## config.mk

```make
export PLATFORM = sky130hd
export DESIGN_NAME = prog_loader_flat
export DESIGN_NICKNAME = d
export VERILOG_FILES = /design/src/rtl/prog_loader_if.sv /design/src/rtl/prog_loader.sv /design/src/flat_wrapper.sv
export SDC_FILE = /design/constraint.sdc
export NUM_CORES = 1
export LEC_CHECK = 0
export ABC_CLOCK_PERIOD_IN_PS = 3300
export CORE_MARGIN = 1.5
export CORE_UTILIZATION = 42
export DETAILED_ROUTE_END_ITERATION = 6
export GPL_TIMING_DRIVEN = 0
export PLACE_DENSITY = 0.82
export SLEW_MARGIN = 15
export SYNTH_ARGS = -nofsm -noshare
export SYNTH_HDL_FRONTEND = slang
export SYNTH_SLANG_ARGS = --single-unit
```

## constraint.sdc

```tcl
create_clock -name clk -period 3.3 [get_ports clk]
set_clock_uncertainty 0.1 [all_clocks]
set_input_delay 0.495 -clock clk [delete_from_list [all_inputs] [get_ports clk]]
set_output_delay 0.495 -clock clk [all_outputs]
set_load 0.02 [all_outputs]
```

## src/rtl/prog_loader_if.sv

```systemverilog
// Stream and instruction-memory bus bundle for prog_loader.
// The master side is the program source and memory; the slave side is the loader.
interface prog_loader_if #(
  parameter int DATA_W = 16,
  parameter int ADDR_W = 15
);
  logic [DATA_W-1:0] s_data;
  logic              s_valid;
  logic              s_last;
  logic              s_ready;
  logic [ADDR_W-1:0] mem_addr;
  logic [DATA_W-1:0] mem_wdata;
  logic              mem_we;

  modport master (
    output s_data, s_valid, s_last,
    input  s_ready, mem_addr, mem_wdata, mem_we
  );

  modport slave (
    input  s_data, s_valid, s_last,
    output s_ready, mem_addr, mem_wdata, mem_we
  );
endinterface

```

## src/rtl/prog_loader.sv

```systemverilog
// Program loader: streams words into instruction memory from address 0 while holding the CPU.
// Define PROG_LOADER_CHECKSUM_EN to require a trailing modulo-2**DATA_W checksum word.
module prog_loader #(
  parameter int DATA_W = 16,
  parameter int ADDR_W = 15,
  parameter int DEPTH  = 16384
) (
  input  logic              clk,
  input  logic              reset,
  input  logic              load_req,
  input  logic [ADDR_W-1:0] pc,
  output logic              cpu_hold,
  output logic              busy,
  output logic              done,
  output logic              err,
  output logic [ADDR_W:0]   word_count,
  prog_loader_if.slave      bus
);

`ifdef PROG_LOADER_CHECKSUM_EN
  typedef enum logic [2:0] {ST_IDLE, ST_LOAD, ST_CHECK, ST_DONE, ST_ERR} state_t;
`else
  typedef enum logic [2:0] {ST_IDLE, ST_LOAD, ST_DONE, ST_ERR} state_t;
`endif

  localparam logic [ADDR_W:0] LAST_ADDR = (ADDR_W+1)'(DEPTH - 1);

  state_t            state_q, state_d;
  logic [ADDR_W:0]   cnt_q, cnt_d;
  logic              mem_we_q, mem_we_d;
  logic [DATA_W-1:0] mem_wdata_q, mem_wdata_d;
  logic              s_ready_q, s_ready_d;
  logic              cpu_hold_q, cpu_hold_d;
  logic              busy_q, busy_d;
  logic              done_q, done_d;
  logic              err_q, err_d;
  logic              accept;
  logic [ADDR_W:0]   acc_addr;
`ifdef PROG_LOADER_CHECKSUM_EN
  logic [DATA_W-1:0] sum_q, sum_d;
`endif

  assign accept   = bus.s_valid & s_ready_q;
  // cnt_q lags by one while a write is pending, so the accepted word lands one further on
  assign acc_addr = cnt_q + (ADDR_W+1)'(mem_we_q);

  always_comb begin
    state_d     = state_q;
    cnt_d       = cnt_q;
    mem_we_d    = 1'b0;
    mem_wdata_d = mem_wdata_q;
`ifdef PROG_LOADER_CHECKSUM_EN
    sum_d       = sum_q;
`endif
    if (mem_we_q) begin
      cnt_d = cnt_q + (ADDR_W+1)'(1);
    end

    case (state_q)
      ST_IDLE: begin
        if (load_req) begin
          state_d = ST_LOAD;
          cnt_d   = '0;
`ifdef PROG_LOADER_CHECKSUM_EN
          sum_d   = '0;
`endif
        end
      end
      ST_LOAD: begin
        if (accept) begin
          mem_we_d    = 1'b1;
          mem_wdata_d = bus.s_data;
`ifdef PROG_LOADER_CHECKSUM_EN
          sum_d       = sum_q + bus.s_data;
`endif
        end
        if (!load_req) begin
          state_d = ST_ERR;
        end else if (accept && bus.s_last) begin
`ifdef PROG_LOADER_CHECKSUM_EN
          state_d = ST_CHECK;
`else
          state_d = ST_DONE;
`endif
        end else if (accept && acc_addr == LAST_ADDR) begin
          state_d = ST_ERR;
        end
      end
`ifdef PROG_LOADER_CHECKSUM_EN
      ST_CHECK: begin
        if (!load_req) begin
          state_d = ST_ERR;
        end else if (accept) begin
          state_d = (bus.s_data == sum_q) ? ST_DONE : ST_ERR;
        end
      end
`endif
      ST_DONE, ST_ERR: begin
        if (!load_req) begin
          state_d = ST_IDLE;
        end
      end
      default: state_d = ST_IDLE;
    endcase

`ifdef PROG_LOADER_CHECKSUM_EN
    busy_d = (state_d == ST_LOAD) || (state_d == ST_CHECK);
`else
    busy_d = (state_d == ST_LOAD);
`endif
    s_ready_d  = busy_d;
    cpu_hold_d = (state_d != ST_IDLE);
    done_d     = (state_d == ST_DONE);
    err_d      = (state_d == ST_ERR);
  end

  always_ff @(posedge clk) begin
    if (!reset) begin
      state_q     <= ST_IDLE;
      cnt_q       <= '0;
      mem_we_q    <= 1'b0;
      mem_wdata_q <= '0;
      s_ready_q   <= 1'b0;
      cpu_hold_q  <= 1'b0;
      busy_q      <= 1'b0;
      done_q      <= 1'b0;
      err_q       <= 1'b0;
`ifdef PROG_LOADER_CHECKSUM_EN
      sum_q       <= '0;
`endif
    end else begin
      state_q     <= state_d;
      cnt_q       <= cnt_d;
      mem_we_q    <= mem_we_d;
      mem_wdata_q <= mem_wdata_d;
      s_ready_q   <= s_ready_d;
      cpu_hold_q  <= cpu_hold_d;
      busy_q      <= busy_d;
      done_q      <= done_d;
      err_q       <= err_d;
`ifdef PROG_LOADER_CHECKSUM_EN
      sum_q       <= sum_d;
`endif
    end
  end

  assign bus.s_ready   = s_ready_q;
  assign bus.mem_we    = mem_we_q;
  assign bus.mem_wdata = mem_wdata_q;
  assign bus.mem_addr  = (state_q == ST_IDLE) ? pc : cnt_q[ADDR_W-1:0];
  assign cpu_hold      = cpu_hold_q;
  assign busy          = busy_q;
  assign done          = done_q;
  assign err           = err_q;
  assign word_count    = cnt_q;

endmodule
```

## src/flat_wrapper.sv

```systemverilog
// flat-port wrapper written by rule: the top's interface ports become plain ports
module prog_loader_flat 
#(
  parameter int DATA_W = 16,
  parameter int ADDR_W = 15,
  parameter int DEPTH  = 16384
)
  (clk, reset, load_req, pc, cpu_hold, busy, done, err, word_count, bus_s_data, bus_s_valid, bus_s_last, bus_s_ready, bus_mem_addr, bus_mem_wdata, bus_mem_we);
  prog_loader_if #(.DATA_W(DATA_W), .ADDR_W(ADDR_W)) bus_i ();
  input  logic clk;
  input  logic reset;
  input  logic load_req;
  input  logic [ADDR_W-1:0] pc;
  output logic cpu_hold;
  output logic busy;
  output logic done;
  output logic err;
  output logic [ADDR_W:0] word_count;
  input wire logic [$bits(bus_i.s_data)-1:0] bus_s_data;
  input wire logic [$bits(bus_i.s_valid)-1:0] bus_s_valid;
  input wire logic [$bits(bus_i.s_last)-1:0] bus_s_last;
  output wire logic [$bits(bus_i.s_ready)-1:0] bus_s_ready;
  output wire logic [$bits(bus_i.mem_addr)-1:0] bus_mem_addr;
  output wire logic [$bits(bus_i.mem_wdata)-1:0] bus_mem_wdata;
  output wire logic [$bits(bus_i.mem_we)-1:0] bus_mem_we;
  assign bus_i.s_data = bus_s_data;
  assign bus_i.s_valid = bus_s_valid;
  assign bus_i.s_last = bus_s_last;
  assign bus_s_ready = bus_i.s_ready;
  assign bus_mem_addr = bus_i.mem_addr;
  assign bus_mem_wdata = bus_i.mem_wdata;
  assign bus_mem_we = bus_i.mem_we;
  prog_loader #(.DATA_W(DATA_W), .ADDR_W(ADDR_W), .DEPTH(DEPTH)) u_core (.clk(clk), .reset(reset), .load_req(load_req), .pc(pc), .cpu_hold(cpu_hold), .busy(busy), .done(done), .err(err), .word_count(word_count), .bus(bus_i));
endmodule
```

* Word level (Yosys, flattened, before mapping)
Cells that the tools add are included.
W data, S select, Z words.
** Storage, ports and cells
- Register bits after elaboration :: 40
- Bits in latches :: 0
- RAM bits :: 0
- Bits in read-only memories :: 0
- Input bits :: 36
- Output and inout port bits :: 53
- Logic and storage cells :: 36
- Memories :: 0
** Operators by class
- Add/sub/neg operators :: 2
- Multiply operators :: 0
- Divide/modulo/power cells :: 0
- $lt $le $gt $ge :: 0
- Equality and inequality tests :: 7
- Shifts and indexed selects :: 0
- Mux-type cells :: 11
- Bitwise gates (word level) :: 1
- Reductions and logical operators :: 7
** Operator list (count)
- $mux W16 :: 3
- $add A16 B1 Y16 :: 1
- $add A16 B1 Y16 const B :: 1
- $eq A16 B14 Y1 const B :: 1
- $mux W15 :: 1
- $mux W3 :: 5
- $eq A3 B2 Y1 const B :: 4
- $pmux W3 S3 :: 1
- $eq A3 B1 Y1 const B :: 2
- $reduce_and A2 Y1 :: 2
- $logic_not A3 Y1 :: 1
- $reduce_bool A3 Y1 :: 1
- $logic_and A1 B1 Y1 :: 2
- $reduce_or A2 Y1 :: 1
- $and A1 B1 Y1 :: 1
- $mux W1 :: 1

* Logic depth before layout (Yosys ltp)
- Depth after elaboration :: 8
- Gate-level depth with buffers :: 7
- Mapped depth without buffers :: 7

* Worst setup path before layout
No wires, ideal clock.
- Path kind :: register to output
- Start :: register u_core.state_q[2]
- End :: output port bus_mem_addr[10]
- Data arrival time :: 1.534 ns
- Required time :: 2.705 ns
- Slack :: 1.171 ns
- Stages on the path, launching flop included :: 4
- Path buffers :: 1
- Cells stage by stage :: dfxtp_1 -> nor3_2 -> clkbuf_1 -> mux2_2
** Between the ends
- Cells in the longest elaborated chain, start to end :: 2
** Ends and longest elaborated chain
- start, declared :: line prog_loader.sv:28 : state_t state_q, state_d;
- start signal, assigned :: line prog_loader.sv:132 : state_q <= state_d;
- $logic_not A3 Y1 :: line prog_loader.sv:150 : assign bus.mem_addr = (state_q == ST_IDLE) ? pc : cnt_q[ADDR_W-1:0];
- $mux W15 :: line prog_loader.sv:150
- end, declared :: line flat_wrapper.sv:23 : output wire logic [$bits(bus_i.mem_addr)-1:0] bus_mem_addr;
No other way between the ends.

* Worst setup path in the final report
- Start :: register u_core.state_q[2]
- End :: output port bus_mem_addr[8]
Same word-level chain as after synthesis.

==> results.toml <==
[synth]
synth_ff_type = "dfxtp_1"
ys_ff_latch = 40
synth.net_count = 250
synth_edf_count = 0
ys_warn_count = 0
synth_area_um2 = 1840
syn_area_per_cell_um2 = 8.74
syn-instance-count = 211
ys_types = 36
ys_seq_area_frac = 0.434
async_reset_ff_frac = 0

[finish]
layout_common_cells = "clkdlybuf4s50_1 (88), nand2_1 (47), dfxtp_1 (40)"
drive_gt1_frac = 0.0847
finalNonFillerCells = 357
syn_to_final_growth_pct = 56.6
diodes = 0
nNetsFinal = 345
layout_commonest_cell = "clkdlybuf4s50_1"

[floorplanning]
die-area_um2 = 4800
die_w_um = 69.3
start_util = 0.448
ioPinCount = 89
die_y_um = 69.3
num_rows = 23
coreArea_um2 = 4120

[critical_path]
worst_setup_path_start_kind = "flop"
end_kind = "primary output"
required_ns = 2.70
cp.arrival_ns = 2.50
cp_max_fo = 10
criticalPathCategory = "reg2out"

[global_route]
grt_max_degree = 13
grt_pass1_wl_um = 7730
grt_use_total = 0.194
overflow = 0
grt_pass1_vias = 1807
antenna_found_initial = 0

[place]
hpwl_um = 3510
port_buffers = 88
gp_congestion = 0.875
post-place-ws_ns = 0.324
dpl.cell_count = 349

[sta]
timing.final.ws_setup_ns = 0.207
max_freq_ghz = 0.323
period_share = 0.937
final.min_clock_period_ns = 3.09
hold_viol = 0
setup_viol = 0
rsz0062_at_grt = "false"
slew_violations = 0
setup_tns_ns = 0

[pwr]
p_leak_nw = 1.03
vdd_ir_drop_max_mv = 0.253
power.density_nw_per_um2 = 330
power_w = 0.000952

[clocking]
cts_buffers = 5
cts_setup_buffers = 0
clock-root-buffer = "clkbuf_8"
clock-sinks = 40
clk_transition_reported_paths_ns = 0.08
cts_tree = "built"
holdBufCountCts = 0
clock_latency_ns = 0.29
cts_resized = 1
h-tree-depth = 2
cts.path.max_buffers = 2

[outcome]
status = "complete, no violations"

[worst_hold_path]
hp-class = "reg2reg"

[flow_run]
maxCapViolCount = 0

[drt]
routed_wl_um = 4550
drt-wirelength-per-cell_um = 12.7
first_pass_iters = 4
vias = 1792
drt_iter0_markers = 72
viasPerCell = 5.02
ant_nets = 0
drcViolationCount = 0
kinds of logic after synthesis:
logic type      Yosys count  synth area share
other cells               1           0.00203
xor+xnor                 14            0.0665
fa+ha+maj                 3            0.0204
compound gates           28             0.110
mux                      14            0.0848
simple gates             98             0.251
buf+inv                  13            0.0312
flops                    40             0.434
cell usage after synthesis, types with 4 or more instances:
cell type  count  area (um^2)
a21boi_0      16          120
and3_1         4         25.0
clkbuf_1       7         26.3
dfxtp_1       40          801
mux2_2        13          146
nand2_1       47          176
nand2b_1       4         25.0
nand4_1        4         25.0
nor2_1        21         78.8
o21ai_0        5         25.0
xnor2_1        4         35.0
xor2_1        10         87.6
registers in the layout (all words and copies together) (netlist names):
name                  cells
u_core.bus.mem_we         1
u_core.word_count        16
u_core.bus.s_ready        1
u_core.err                1
u_core.state_q            3
u_core.done               1
u_core.cpu_hold           1
u_core.bus.mem_wdata     16
routing by layer:
layer / track usage / part of all wire
met1: 0.205 / 0.41
met2: 0.342 / 0.49
met3: 0.0843 / 0.093
met4: 0.0697 / 0.012
met5: 0 / 0
worst max-delay path, stage by stage, from the launching register on:
cell             delay, ns
dfxtp_1               0.37
nor3_4                0.47
clkbuf_1              0.44
mux2_2                0.39
clkdlybuf4s50_1       0.53
worst paths after layout:
check                                              end  slack (ns)                                 start  depth (start not counted)
setup reg to reg         u_core.bus.s_ready$_SDFF_PN0_        1.08          u_core.bus.mem_we$_SDFF_PN0_                          7
setup / recovery                       bus_mem_addr[8]        0.21          u_core.state_q[2]$_SDFF_PN0_                          4
hold reg to reg   u_core.bus.mem_wdata[6]$_SDFFE_PN0P_        0.36  u_core.bus.mem_wdata[6]$_SDFFE_PN0P_                          2
hold / removal    u_core.bus.mem_wdata[6]$_SDFFE_PN0P_        0.36  u_core.bus.mem_wdata[6]$_SDFFE_PN0P_                          2
report_power, final:
group	internal, W	switching [W]
Combinational	0.0000770	0.0000500
Clock	0.000170	0.000167
Sequential	0.000486	0.00000319
area by class of cell:
type | count | area (um^2)
fill | 357 | 1230
multi-input combinational | 158 | 992
timing repair buffer | 88 | 881
sequential | 40 | 801
clock buffer | 7 | 86.3
tap | 50 | 62.6
buffer | 10 | 46.3
inverter | 3 | 11.3
clock inverter | 1 | 7.51
metrics by stage:
| stage | hold slack, ns | util | cell area (um^2) |
|---|---|---|---|
| after detailed placement | 0.356 | 0.677 | 2790 |
| after global placement | 0.349 | 0.677 | 2790 |
| final | 0.362 | 0.702 | 2890 |
| after global routing | 0.389 | 0.702 | 2890 |
| after floorplan | 0.441 | - | 1840 |
| after CTS | 0.367 | 0.702 | 2890 |
Note: power is estimated with default switching activity, not from simulation.
